$ cat config.mk
export PLATFORM = sky130hd
export DESIGN_NAME = multiplier_control_unit
export DESIGN_NICKNAME = d
export VERILOG_FILES = /design/src/rtl/multiplier_pkg.sv /design/src/rtl/multiplier_control_unit.sv
export SDC_FILE = /design/constraint.sdc
export NUM_CORES = 1
export LEC_CHECK = 0
export BUFFER_PORTS_ARGS = -buffer_cell sky130_fd_sc_hd__buf_2
export CAP_MARGIN = 20
export CELL_PAD_IN_SITES_DETAIL_PLACEMENT = 2
export CELL_PAD_IN_SITES_GLOBAL_PLACEMENT = 2
export CORE_UTILIZATION = 26
export DETAILED_ROUTE_END_ITERATION = 10
export GPL_ROUTABILITY_DRIVEN = 1
export HOLD_SLACK_MARGIN = 0.08
export MAX_ROUTING_LAYER = met4
export PLACE_DENSITY_LB_ADDON = 0.05
export SLEW_MARGIN = 20
export SYNTH_ARGS = -nofsm -noshare
export SYNTH_HDL_FRONTEND = slang
export SYNTH_SLANG_ARGS = --single-unit
$ cat constraint.sdc
create_clock -name i_clk -period 1.8 [get_ports i_clk]
set_input_delay 0.36 -clock i_clk [delete_from_list [all_inputs] [get_ports i_clk]]
set_output_delay 0.36 -clock i_clk [all_outputs]
set_load 0.01 [all_outputs]
$ cat src/rtl/multiplier_pkg.sv
// Shared definitions for the 8x8 signed add-shift multiplier control path.
// The state enum is also used by the testbench to probe the controller state.
package multiplier_pkg;

  // Default number of multiplier bits (add/shift iterations per multiply).
  localparam int MULT_BITS = 8;

  // Controller states: clear, N add/shift step pairs, then hold the product.
  typedef enum logic [2:0] {
    IDLE  = 3'd0,
    START = 3'd1,
    ADD   = 3'd2,
    SHIFT = 3'd3,
    HOLD  = 3'd4
  } ctrl_state_t;

endpackage

$ cat src/rtl/multiplier_control_unit.sv
// Sequencing FSM for the add/subtract computation path of the signed
// add-shift multiplier. It owns no datapath state: it only decides, cycle by
// cycle, whether the datapath clears, adds, subtracts or shifts.
module multiplier_control_unit
  import multiplier_pkg::*;
#(
  parameter int N = MULT_BITS
) (
  input  logic i_clk,
  input  logic i_reset,
  input  logic i_run,
  input  logic i_clearALoadB,
  input  logic i_m,
  output logic o_clrLd,
  output logic o_clearA,
  output logic o_add,
  output logic o_sub,
  output logic o_shift,
  output logic o_done
);

  // A 1-bit counter is kept even when N would need zero bits, so the
  // compare against the last step is always well formed.
  localparam int STEP_W = (N > 1) ? $clog2(N) : 1;
  localparam logic [STEP_W-1:0] LAST_STEP = STEP_W'(N - 1);

  ctrl_state_t       r_state;
  ctrl_state_t       w_nextState;
  logic [STEP_W-1:0] r_step;
  logic [STEP_W-1:0] w_nextStep;
  logic              w_lastStep;

  assign w_lastStep = (r_step == LAST_STEP);

  // State and step counter register; reset returns to IDLE with step 0.
  always_ff @(posedge i_clk) begin
    if (i_reset) begin
      r_state <= IDLE;
      r_step  <= '0;
    end else begin
      r_state <= w_nextState;
      r_step  <= w_nextStep;
    end
  end

  // Next-state and output decode; Add/Sub/Clr_Ld depend on live inputs.
  always_comb begin
    w_nextState = r_state;
    w_nextStep  = r_step;
    o_clrLd     = 1'b0;
    o_clearA    = 1'b0;
    o_add       = 1'b0;
    o_sub       = 1'b0;
    o_shift     = 1'b0;
    o_done      = 1'b0;
    case (r_state)
      IDLE: begin
        // Run wins over an operator clear/load request in the same cycle.
        o_clrLd = i_clearALoadB & ~i_run;
        if (i_run) begin
          w_nextState = START;
        end
      end
      START: begin
        o_clearA    = 1'b1;
        w_nextStep  = '0;
        w_nextState = ADD;
      end
      ADD: begin
        // The final multiplier bit carries negative weight, hence subtract.
        if (i_m) begin
          if (w_lastStep) begin
            o_sub = 1'b1;
          end else begin
            o_add = 1'b1;
          end
        end
        w_nextState = SHIFT;
      end
      SHIFT: begin
        o_shift = 1'b1;
        if (w_lastStep) begin
          w_nextState = HOLD;
        end else begin
          w_nextStep  = r_step + STEP_W'(1);
          w_nextState = ADD;
        end
      end
      HOLD: begin
        // Holding Run keeps the product; only a release re-arms the unit.
        o_done = 1'b1;
        if (!i_run) begin
          w_nextState = IDLE;
        end
      end
      default: begin
        w_nextState = IDLE;
        w_nextStep  = '0;
      end
    endcase
  end

endmodule

==> reports/metrics.yaml, run 1 <==
cts_tree: "built"
cp.arrival_ns: 1.31
met1_usage_pct: 17.83
met2_usage_pct: 24.17
dp_hpwl_um: 678.5
cts_num_sinks: 6
cts_buffers: 3
post-place-ws_ns: 0.3105
synth.distinct_cells: 22
die_x_um: 38.78
wirelength_um: 897
drive_gt1_share_pct: 39.58
synthToLayoutAreaGrowth_pct: 18.51
worstPathMaxFanout: 7
r2r_setup_slack_ns: 0.41
numPortBuffers: 10
crit_type: "register to output port"
io_pins: 11
rsz0062_at_grt: "false"
post_cts_buffers: 0
finalNetCount: 57
routabilityCongestion: 0.6572
grt_pass1_wl_um: 1476
tns_ns: 0
tightest_slew_ns: 0.3929
layout_min_cycle_time_ns: 1.665
multiInputGateArea_um2: 202.7
yosys_warnings: 0
fin_crit_sh_pct: 92.52
antenna_found_initial: 0
synthSimpleGateAreaFrac_pct: 30.96
synth_area_um2: 351.6
grt_pass1_vias: 304
clockBufferDepth: 2
die_h_um: 38.78
grt_usage_pct: 17.06
whs_path_depth: 2
setup_viol: 0
synth_fa_ha_area_share_pct: 7.117
rr_worst_depth: 5
via_per_inst: 5.242
mostFrequentLayoutCell: "buf_2"
synth_top_family_by_area: "simple AND/OR/NAND/NOR gates"
worstHoldPathType: "input pin to register"
grt_max_degree: 13
drt_first_pass_iters: 2
critPathCaptureType: "output port"
root_buffer: "clkbuf_4"
hold_end: "r_state[2]$_SDFFE_PP0P_"
synth.avg_cell_area_um2: 9.252
num-fill-cells: 137
clock_latency_ns: 0.25
synthMuxAreaShare_pct: 0
finalHoldViolCount: 0
vias: 325
synth_nets: 45
fin_skew_ns: 0.001887
die-area_um2: 1504
ys_seq_elements: 6
seq_area_frac_synth_pct: 34.16
critical_path_required_ns: 1.44
worstSetupStartpointType: "register"
status: "finished clean"
cellPowerDensity_nw_per_um2: 741.0
layout_common_cells: "buf_2, nor2_1, dfxtp_1, clkbuf_4"
clk_pin_slew_ns: 0.04
timing.final.ws_setup_ns: 0.1346
start_util_pct: 29.64
gr-usage-met3_pct: 8.671
max_clock_freq_ghz: 0.6005
hold_start: "i_reset"
ff_latch_area_um2: 120.1
slew_violations: 0
drc: 0
wl_per_cell_um: 14.47
synth_cells: 38
grt.overflow.total: 0
leakagePower_nw: 0.2024
synth-xor-area-share_pct: 0
busiest_layer: "met2"
drtIter0Drc: 2
n_antenna_cell: 0
final_antenna_net_count: 0
maxCapViolations: 0
r2r-start: "r_step[0]$_SDFFE_PP0P_"
num_rows: 12
synth_compound_area_share_pct: 18.86
cts_max_level: 1
core_area_um2: 1186
r2r-end: "r_step[2]$_SDFFE_PP0P_"
ir_drop_v: 0.0003161
hold_slack_ns: 0.3972
relSlewSlack_pct: 73.77
[power breakdown]
| group | internal (W) | switching (W) |
|---|---|---|
| Combinational | 0.0000172 | 0.0000179 |
| Clock | 0.0000754 | 0.0000486 |
| Sequential | 0.000138 | 0.0000114 |
| Total | 0.000231 | 0.0000779 |
[cell type report]
type / count / share of cell area, %
clock buffer: 3 / 5.405
inverter: 1 / 0.9009
multi-input combinational: 28 / 48.65
sequential: 6 / 28.83
tap: 14 / 4.204
timing repair buffer: 10 / 12.01
[synthesized netlist by cell type (all sizes together)]
cell type	n	share of area, %
and3	2	3.9
nand3	1	1.4
and2	1	1.8
o211a	1	2.8
nor4	2	3.6
a22o	2	5.0
nor2	8	8.5
a32oi	1	2.5
a21o	1	2.5
inv	1	1.1
nor3	1	1.4
and3b	1	3.6
a221oi	1	4.3
ha	2	7.1
dfxtp	6	34
nor3b	2	5.7
buf	3	7.8
a31oi	1	1.8
nand2	1	1.1
[how the worst max path moves through the flow]
stage	start	to	slack (ns)	cells after the start
after detailed placement	r_step[0]$_SDFFE_PP0P_	o_sub	0.31	5
after global placement	r_step[0]$_SDFFE_PP0P_	o_sub	0.42	5
after floorplan	r_step[0]$_SDFFE_PP0P_	o_sub	0.49	4
final	r_step[0]$_SDFFE_PP0P_	o_sub	0.13	5
after CTS	r_step[0]$_SDFFE_PP0P_	o_sub	0.03	5
after global routing	r_step[0]$_SDFFE_PP0P_	o_sub	0.05	5
[through the flow]
| stage | cell area (µm²) | std cells | utilization (%) | total power (W) |
|---|---|---|---|---|
| after floorplan | 351.6 | 38 | - | 0.0001766 |
| after global placement | 391.6 | 59 | 33.02 | 0.0001850 |
| after detailed placement | 391.6 | 59 | 33.02 | 0.0001873 |
| after CTS | 414.1 | 62 | 34.92 | 0.0003161 |
| after global routing | 416.7 | 62 | 35.13 | 0.0003267 |
| final | 416.7 | 62 | 35.13 | 0.0003087 |
[critical path, stage by stage, from the launching register on]
cell and delay [ns]:
dfxtp_1 0.36, ha_1 0.17, ha_2 0.25, inv_1 0.06
nor2_1 0.10, buf_2 0.13
[flip-flops by register name (all words and copies together) (netlist names)]
register  cells
r_state       3
r_step        3
[what timing repair did]
item	CTS	global route
hold buffers	0	0
endpoints found under the hold margin	0	0
resized for setup	0	1
setup endpoints to repair	0	1
[metal layers]
metal	share of wire [%]	vias up	wire, µm
met5	0	-	0
met4	3.8	0	34
met3	6.0	5	54
met2	46	10	411
met1	44	146	397
li1	-	164	-
[cells by family (layout without fill, tap and decap cells)]
family                   count (synthesis)  after routing
AO/OA/AOI/OAI                            7              7
adder cells (fa/ha/maj)                  2              2
flip-flops                               6              6
AND/OR/NAND/NOR                         19             19
buffers and inverters                    4             14
No activity file was read; power rests on OpenSTA's default activity.
==> run 2, diff against run 1 <==
--- a/config.mk
+++ b/config.mk
@@ -9,8 +9,10 @@
 export CAP_MARGIN = 20
 export CELL_PAD_IN_SITES_DETAIL_PLACEMENT = 2
 export CELL_PAD_IN_SITES_GLOBAL_PLACEMENT = 2
-export CORE_UTILIZATION = 26
+export CORE_AREA = 2 2 39 41
+export CTS_BUF_LIST = sky130_fd_sc_hd__clkbuf_2 sky130_fd_sc_hd__clkbuf_4 sky130_fd_sc_hd__clkbuf_8
 export DETAILED_ROUTE_END_ITERATION = 10
+export DIE_AREA = 0 0 41 43
 export GPL_ROUTABILITY_DRIVEN = 1
 export HOLD_SLACK_MARGIN = 0.08
 export MAX_ROUTING_LAYER = met4
==> reports/metrics.yaml, run 2 (same netlist as run 1, synthesis figures left out) <==
whs_path_depth: 2  # unchanged
cts_tree: "built"
cts_max_level: 1  # unchanged
start_util_pct: 25.41  # -4.2 points
wirelength_um: 881  # -1.8%
critical_path_required_ns: 1.44  # about the same
post-place-ws_ns: 0.3269  # +0.01641 ns
cp.arrival_ns: 1.29  # -0.02 ns
worstSetupStartpointType: "register"
p_switching_w: 0.00007892  # +1.4%
via_per_inst: 4.922  # -6.1%
wl_per_cell_um: 13.77  # -4.9%
hold_slack_ns: 0.4056  # +0.008388 ns
drtIter0Drc: 1  # -1
power_frac_comb_pct: 11.4  # about the same
hold_end: "r_state[0]$_SDFFE_PP0P_"
relSlewSlack_pct: 73.41  # -0.36 points
routabilityCongestion: 0.5858  # -11%
finalHoldViolCount: 0  # unchanged
drt_first_pass_iters: 2  # unchanged
r2r-end: "r_step[1]$_SDFFE_PP0P_"
synthToLayoutAreaGrowth_pct: 19.22
fin_skew_ns: 0.002981  # +0.001094 ns
mostFrequentLayoutCell: "buf_2"
max_clock_freq_ghz: 0.6062  # +0.95%
slew_violations: 0  # unchanged
cellPowerDensity_nw_per_um2: 738.8  # -0.30%
num_rows: 14  # +2
io_pins: 11  # unchanged
core_area_um2: 1384  # +17%
cts_num_sinks: 6  # unchanged
grt.overflow.total: 0  # unchanged
layout_min_cycle_time_ns: 1.650  # -0.01565 ns
leakagePower_nw: 0.2024  # unchanged
postLayoutCoreUtil_pct: 30.29  # -4.8 points
clock_power_share_pct: 40.6  # +0.4 points
crit_buf_inv: 2  # unchanged
multiInputGateArea_um2: 202.7  # unchanged
tightest_slew_ns: 0.3984  # +0.005419 ns
numPortBuffers: 10  # unchanged
maxCapViolations: 0  # unchanged
dpl.cell_count: 61  # +3.4%
rsz0062_at_grt: "false"
cp_top_family: "adder cells"
timing.final.ws_setup_ns: 0.1503  # +0.01565 ns
tns_ns: 0  # unchanged
hold_buffers: 0  # unchanged
critPathCaptureType: "output port"
dp_hpwl_um: 697.7  # +2.8%
r2r-start: "r_step[0]$_SDFFE_PP0P_"
grt_usage_pct: 13.51  # -3.6 points
post_cts_buffers: 0  # unchanged
rr_worst_depth: 5  # unchanged
drc: 0  # unchanged
crit_type: "register to output port"
reg_top3: "r_state: 3 flops, r_step: 3 flops"
status: "finished clean"
antenna_found_initial: 0  # unchanged
clockBufferDepth: 2  # unchanged
setup_viol: 0  # unchanged
die_h_um: 43  # +11%
drive_gt1_share_pct: 39.58  # unchanged
clk_pin_slew_ns: 0.05  # about the same
die_x_um: 41  # +5.7%
n_antenna_cell: 0  # unchanged
slowest_delay_ns: 0.36  # about the same
vias: 315  # -3.1%
finalNetCount: 57  # unchanged
hold_start: "i_reset"
worstHoldPathType: "input pin to register"
cts_buffers: 3  # unchanged
final_antenna_net_count: 0  # unchanged
grt_pass1_vias: 348  # +14%
clock_latency_ns: 0.24  # about the same
intPower_w: 0.0002307  # about the same
worstPathMaxFanout: 7  # unchanged
fin_crit_sh_pct: 91.65  # -0.87 points
r2r_setup_slack_ns: 0.43  # +0.02 ns
p_seq_share_pct: 47.9  # -0.6 points
root_buffer: "clkbuf_4"
p_sw_share_pct: 25.49  # +0.27 points
ir_drop_v: 0.0002434  # -23%
stdcell_count: 64  # +3.2%
crit_slowest_cell: "dfxtp_1"
worstPathCellList: "ha_1 -> ha_2 -> inv_1 -> nor2_1 -> buf_2"
layout_common_cells: "buf_2, nor2_1, dfxtp_1, clkbuf_4"
num-fill-cells: 164  # +20%
grt_max_degree: 13  # unchanged
ff_latch_area_um2: 120.1  # unchanged
die-area_um2: 1763  # +17%
grt_pass1_wl_um: 1538  # +4.2%
run 2: routing by layer:
| layer | wire length, µm | global-route usage (%) | up-vias |
|---|---|---|---|
| met5 | 0 | - | - |
| met4 | 0 | 6.000 | 0 |
| met3 | 29 | 4.712 | 0 |
| met2 | 453 | 19.38 | 4 |
| met1 | 398 | 16.50 | 151 |
| li1 | - | - | 160 |
run 2: how the worst max path moves through the flow:
stage,from,end,depth (start not counted)
after floorplan,r_step[0]$_SDFFE_PP0P_,o_sub,4
after global placement,r_step[0]$_SDFFE_PP0P_,o_sub,5
after CTS,r_step[0]$_SDFFE_PP0P_,o_sub,5
final,r_step[0]$_SDFFE_PP0P_,o_sub,5
after detailed placement,r_step[0]$_SDFFE_PP0P_,o_sub,5
after global routing,r_step[0]$_SDFFE_PP0P_,o_sub,5
run 2: per-stage QoR:
step	power, W	area (µm²)
6_report	0.0003097	419.2
5_1_grt	0.0003272	419.2
4_1_cts	0.0003172	416.7
3_5_place_dp	0.0001876	394.1
3_3_place_gp	0.0001845	394.1
2_1_floorplan	0.0001766	351.6
run 2: repair_timing:
item / CTS / global route
resized for setup: 0 / 1
endpoints found under the setup margin: 0 / 1
endpoints found under the hold margin: 0 / 0
run 2: power groups by stage:
stage	Combinational (W)	Sequential, W	Clock [W]
floorplan	0.0000342	0.000142	0
global placement	0.0000337	0.000151	0
detailed placement	0.0000359	0.000152	0
CTS	0.0000360	0.000149	0.000132
global route	0.0000396	0.000150	0.000138
finish	0.0000354	0.000148	0.000126
run 2: area by class of cell:
type,count,share of cell area [%]
timing repair buffer,10,11.94
inverter,1,0.8955
tap,16,4.776
sequential,6,28.66
clock buffer,3,5.373
multi-input combinational,28,48.36
run 2: worst reg2reg max path, cell delays in order, from the launching register on:
cell      delay (ns)
dfxtp_1         0.36
ha_1            0.17
ha_2            0.25
nand2_1         0.10
a221oi_2        0.28
a22o_1          0.17
